File: config.mk
export PLATFORM = sky130hd
export DESIGN_NAME = ahb_lite_master
export DESIGN_NICKNAME = d
export VERILOG_FILES = /design/src/rtl/ahb_lite_pkg.sv /design/src/rtl/ahb_lite_master.sv
export SDC_FILE = /design/constraint.sdc
export NUM_CORES = 1
export LEC_CHECK = 0
export CAP_MARGIN = 5
export CORE_MARGIN = 5
export CORE_UTILIZATION = 30
export CTS_CLUSTER_DIAMETER = 80
export DETAILED_ROUTE_END_ITERATION = 10
export GPL_TIMING_DRIVEN = 0
export SYNTH_ARGS = -nofsm -noshare
export SYNTH_HDL_FRONTEND = slang
export SYNTH_SLANG_ARGS = --single-unit
File: constraint.sdc
create_clock -name clk -period 2.39 [get_ports clk]
set_clock_uncertainty 0.15 [all_clocks]
set_input_delay 0.478 -clock clk [delete_from_list [all_inputs] [get_ports clk]]
set_output_delay 0.478 -clock clk [all_outputs]
set_load 0.01 [all_outputs]
File: src/rtl/ahb_lite_pkg.sv
// Shared AHB-Lite encodings and helpers, used by the master and the AHB memory model.
package ahb_lite_pkg;

    localparam logic [1:0] HTRANS_IDLE   = 2'b00;
    localparam logic [1:0] HTRANS_NONSEQ = 2'b10;

    localparam logic [2:0] HSIZE_BYTE  = 3'b000;
    localparam logic [2:0] HSIZE_HALF  = 3'b001;
    localparam logic [2:0] HSIZE_WORD  = 3'b010;
    localparam logic [2:0] HSIZE_DWORD = 3'b011;

    localparam logic [2:0] HBURST_SINGLE = 3'b000;
    localparam logic [3:0] HPROT_DEFAULT = 4'b0011;

    typedef enum logic {
        StNormal,
        StErr1
    } err_state_e;

    // A command is legal when its size fits the bus and its address is size-aligned.
    function automatic logic cmd_legal(input logic [2:0] size, input logic [63:0] addr,
                                       input int unsigned xlen);
        logic [2:0]  max_size;
        logic [63:0] mask;
        max_size = (xlen == 64) ? HSIZE_DWORD : HSIZE_WORD;
        mask     = (64'd1 << size) - 64'd1;
        return (size <= max_size) && ((addr & mask) == 64'd0);
    endfunction

endpackage

File: src/rtl/ahb_lite_master.sv
// AHB-Lite master issuing SINGLE NONSEQ transfers from a valid/ready command port,
// with pipelined address/data phases and two-cycle ERROR handling.
module ahb_lite_master
    import ahb_lite_pkg::*;
#(
    parameter int unsigned XLEN = 32
) (
    input  logic            clk,
    input  logic            resetn,

    input  logic            req_valid,
    output logic            req_ready,
    input  logic            req_write,
    input  logic [XLEN-1:0] req_addr,
    input  logic [2:0]      req_size,
    input  logic [XLEN-1:0] req_wdata,

    output logic            rsp_valid,
    output logic [XLEN-1:0] rsp_rdata,
    output logic            rsp_err,

    output logic [1:0]      htrans,
    output logic            hwrite,
    output logic [XLEN-1:0] haddr,
    output logic [2:0]      hsize,
    output logic [2:0]      hburst,
    output logic [3:0]      hprot,
    output logic            hmastlock,
    output logic [XLEN-1:0] hwdata,

    input  logic [XLEN-1:0] hrdata,
    input  logic            hready,
    input  logic            hresp
);

    err_state_e      state_q;
    logic [1:0]      htrans_q;
    logic            hwrite_q;
    logic [XLEN-1:0] haddr_q;
    logic [2:0]      hsize_q;
    logic [XLEN-1:0] wdata_q;   // write data parked until the address phase completes
    logic [XLEN-1:0] hwdata_q;
    logic            dvalid_q;
    logic            dwrite_q;
    logic            cancel_q;  // an address phase was dropped by ERROR and still owes a response
    logic            rsp_valid_q;
    logic            rsp_err_q;
    logic [XLEN-1:0] rsp_rdata_q;

    assign req_ready = hready && (state_q == StNormal);

    always_ff @(posedge clk) begin
        if (!resetn) begin
            state_q     <= StNormal;
            htrans_q    <= HTRANS_IDLE;
            hwrite_q    <= 1'b0;
            haddr_q     <= '0;
            hsize_q     <= HSIZE_BYTE;
            wdata_q     <= '0;
            hwdata_q    <= '0;
            dvalid_q    <= 1'b0;
            dwrite_q    <= 1'b0;
            cancel_q    <= 1'b0;
            rsp_valid_q <= 1'b0;
            rsp_err_q   <= 1'b0;
            rsp_rdata_q <= '0;
        end else begin
            rsp_valid_q <= 1'b0;
            rsp_err_q   <= 1'b0;
            rsp_rdata_q <= '0;

            // The dropped transfer reports only once the errored one has responded.
            if (cancel_q && (state_q == StNormal) && !dvalid_q) begin
                rsp_valid_q <= 1'b1;
                rsp_err_q   <= 1'b1;
                cancel_q    <= 1'b0;
            end

            if (dvalid_q && hready) begin
                rsp_valid_q <= 1'b1;
                rsp_err_q   <= hresp;
                rsp_rdata_q <= dwrite_q ? '0 : hrdata;
                dvalid_q    <= 1'b0;
            end

            if (hready && (htrans_q == HTRANS_NONSEQ)) begin
                dvalid_q <= 1'b1;
                dwrite_q <= hwrite_q;
                hwdata_q <= wdata_q;
            end

            unique case (state_q)
                StNormal: begin
                    if (dvalid_q && hresp && !hready) begin
                        state_q  <= StErr1;
                        htrans_q <= HTRANS_IDLE;
                        cancel_q <= (htrans_q == HTRANS_NONSEQ);
                    end else if (req_valid && hready) begin
                        htrans_q <= HTRANS_NONSEQ;
                        hwrite_q <= req_write;
                        haddr_q  <= req_addr;
                        hsize_q  <= req_size;
                        wdata_q  <= req_wdata;
                    end else if (hready) begin
                        htrans_q <= HTRANS_IDLE;
                    end
                end
                StErr1: begin
                    if (hready) begin
                        state_q <= StNormal;
                    end
                end
            endcase
        end
    end

    assign htrans    = htrans_q;
    assign hwrite    = hwrite_q;
    assign haddr     = haddr_q;
    assign hsize     = hsize_q;
    assign hwdata    = hwdata_q;
    assign hburst    = HBURST_SINGLE;
    assign hprot     = HPROT_DEFAULT;
    assign hmastlock = 1'b0;

    assign rsp_valid = rsp_valid_q;
    assign rsp_err   = rsp_err_q;
    assign rsp_rdata = rsp_rdata_q;

    a_cmd_legal: assert property (@(posedge clk) disable iff (!resetn)
        (req_valid && req_ready) |-> cmd_legal(req_size, 64'(req_addr), XLEN));

endmodule

==> results of run 1 <==
layout make-up:
cell class | instances | area, um2 | share of cell area
inverters | 1 | 3.75 | 0.000480
flip-flops and latches | 139 | 2780 | 0.356
multi-input cells | 369 | 1760 | 0.226
well taps | 216 | 270 | 0.0346
repair buffers | 208 | 2080 | 0.266
clock inverters | 11 | 143 | 0.0182
clock buffers | 20 | 467 | 0.0597
plain buffers | 47 | 308 | 0.0394
synthesized netlist by cell type, drive strengths merged:
| library cell | count |
|---|---|
| and3b | 1 |
| nor2b | 1 |
| conb | 2 |
| a21oi | 107 |
| clkbuf | 14 |
| nand2 | 207 |
| a31oi | 1 |
| and2 | 33 |
| o21ai | 1 |
| buf | 33 |
| nand2b | 2 |
| inv | 1 |
| nor3 | 2 |
| nand3 | 2 |
| dfxtp | 139 |
| nor2 | 1 |
| nand3b | 1 |
| or3 | 1 |
critical path, stage by stage:
cell             delay [ns]
clkdlybuf4s50_1        0.47
buf_2                  0.20
nor2b_1                0.15
dlygate4sd2_1          0.29
logic make-up (layout without fill, tap and decap cells):
kind of cell / Yosys count / in the layout / share of synthesized area
flops: 139 / 139 / 0.576
buf+inv: 48 / 287 / 0.0645
other cells: 2 / 9 / 0.00155
simple gates: 251 / 251 / 0.229
compound gates: 109 / 109 / 0.129
state kept, by name, summed over array words and instances, names as in the netlist:
name       cells
haddr         32
hwdata        32
rsp_rdata     32
wdata_q       32
hsize          3
cancel_q       1
dvalid_q       1
dwrite_q       1
htrans         1
hwrite         1
rsp_err        1
rsp_valid      1
state_q        1
per-layer routing:
metal  part of all wire  GRT usage  up-vias
met4              0.020     0.0637        0
li1                   -          -     2197
met5                  0          0        -
met1               0.41      0.173     1994
met3              0.082     0.0614       20
met2               0.49      0.252      147
power by group:
group	switching [uW]	internal, uW
clock	971	1710
combinational	214	291
sequential	31.1	2380
stage by stage:
stage / power (uW) / hold slack (ns) / instances
5_1_grt: 5840 / 0.320 / 1011
2_1_floorplan: 2660 / 0.282 / 556
3_5_place_dp: 2970 / 0.294 / 980
4_1_cts: 5670 / 0.298 / 1011
6_report: 5600 / 0.294 / 1011
3_3_place_gp: 2960 / 0.286 / 980
final timing paths:
kind                 endpoint  depth (start not counted)
hold reg to reg    hwdata[15]                          2
setup / recovery    req_ready                          4
setup reg to reg  wdata_q[17]                          5
hold / removal     hwdata[15]                          2
==> results by group, run 1 <==
Synth
  • Top cell type's share of synthesized area: 0.576
  • Seq/Total Area, Yosys: 0.576
  • Unique cell type count in the Yosys netlist: 26
  • Warnings, synthesis: 0
  • Yosys top cell by area: dfxtp_1
  • Post-synthesis cell area: 4830 um2
  • Syn Inst Count: 549
  • Area contributors post-synth: dfxtp_1 58%, nand2_1 15%, a21oi_1 9.0%
  • FF+latch count, synth: 139
  • Synthesized area per cell: 8.80 um2

Power and ir drop
  • LEAKAGE: 0.00286 uW
  • Cell area power density: 716 nW/um2
  • Worst vdd ir: 453 uV

Detailed routing
  • Detailed Route Iter0 Violations: 139
  • Vias: 4358
  • Routed WL per cell: 14.2 um
  • Initial DRT Pass Iterations: 4
  • Vias per std cell: 4.31
  • Remaining routing DRC violations: 0
  • Final WL: 14300 um
  • Post-route ant nets: 0

Floorplanning
  • Core area: 15800 um2
  • # IOs: 218
  • Starting density of the core: 0.305
  • Rows: 46
  • Die Width: 137 um
  • Die Ht: 137 um
  • Total die area: 18700 um2

Place
  • Placer Congestion: 0.757
  • DP HPWL: 10900 um
  • DP Area: 7210 um2
  • Input/output buffers: 208
  • Place WS: -0.0994 ns

Clocking
  • # H-tree levels: 4
  • # resized after CTS: 1
  • Clock Latency Late Sink: 0.41 ns
  • Clock Sinks: 139
  • CTS tree: built
  • Postcts setup bufs: 0
  • Longest Clk Path Bufs: 2
  • Hold Buf Count CTS: 0
  • Worst-path clk slew: 0.06 ns
  • Root buf cell: clkbuf_16
  • Num CTS Buffers: 17

Cells and area
  • Commonest non-fill, non-tap cell in the layout: clkdlybuf4s50_1
  • Area Overhead vs Synth: 61.8%
  • Layout Utilization: 0.494
  • Fillers: 1470
  • Most frequent cells in the layout: 207 x clkdlybuf4s50_1, 187 x nand2_1, 139 x dfxtp_1
  • Final #Nets: 888
  • Fin area: 7820 um2
  • Number of diodes: 0
  • Layout cells sized above 1: 0.140

Global routing
  • First-pass GRT wire length: 22100 um
  • Initial antenna violation count: 0
  • Maximum number of pins on one net before global-route repair: 17
  • Total GRT Usage: 0.152
  • Vias in the first global route: 4440
  • Grt ovf: 0

Worst hold path
  • Worst Hold Launch: wdata_q[15]
  • HP Class: reg -> reg

Worst setup path
  • WP data arrival: 1.58 ns
  • WP data required: 1.76 ns
  • FF-to-FF setup slack: 0.89 ns
  • Setup crit end kind: output port
  • Critical path class: in -> out
  • Critical path origin: hready
  • R2R Path Start: state_q
  • Startpoint Class: input port
  • Critical Path Fanout Max: 10

STA
  • RSZ-0062 raised after global routing: no
  • Relative slew margins: 0.525
  • Final hold vios: 0
  • Final Slew Violations: 0
  • Final WS setup: 0.177 ns
  • # setup viols final: 0
  • Final Cycle Share: 0.926
  • Worst-Margin Slew: 0.713 ns
  • Min Clock Period, post-route: 2.21 ns
  • Fmax: 452 MHz
  • Setup TNS: 0 ns

Status
  • Status: finished, final reports clean

Job
  • MaxCap Viol Count: 0
No activity file was read; power rests on OpenSTA's default activity.
==> run 2: changes to the inputs <==
SLEW_MARGIN = 25   (was unset)
==> results of run 2 <==
Final layout, timing and power as in run 1 (identical DEF).
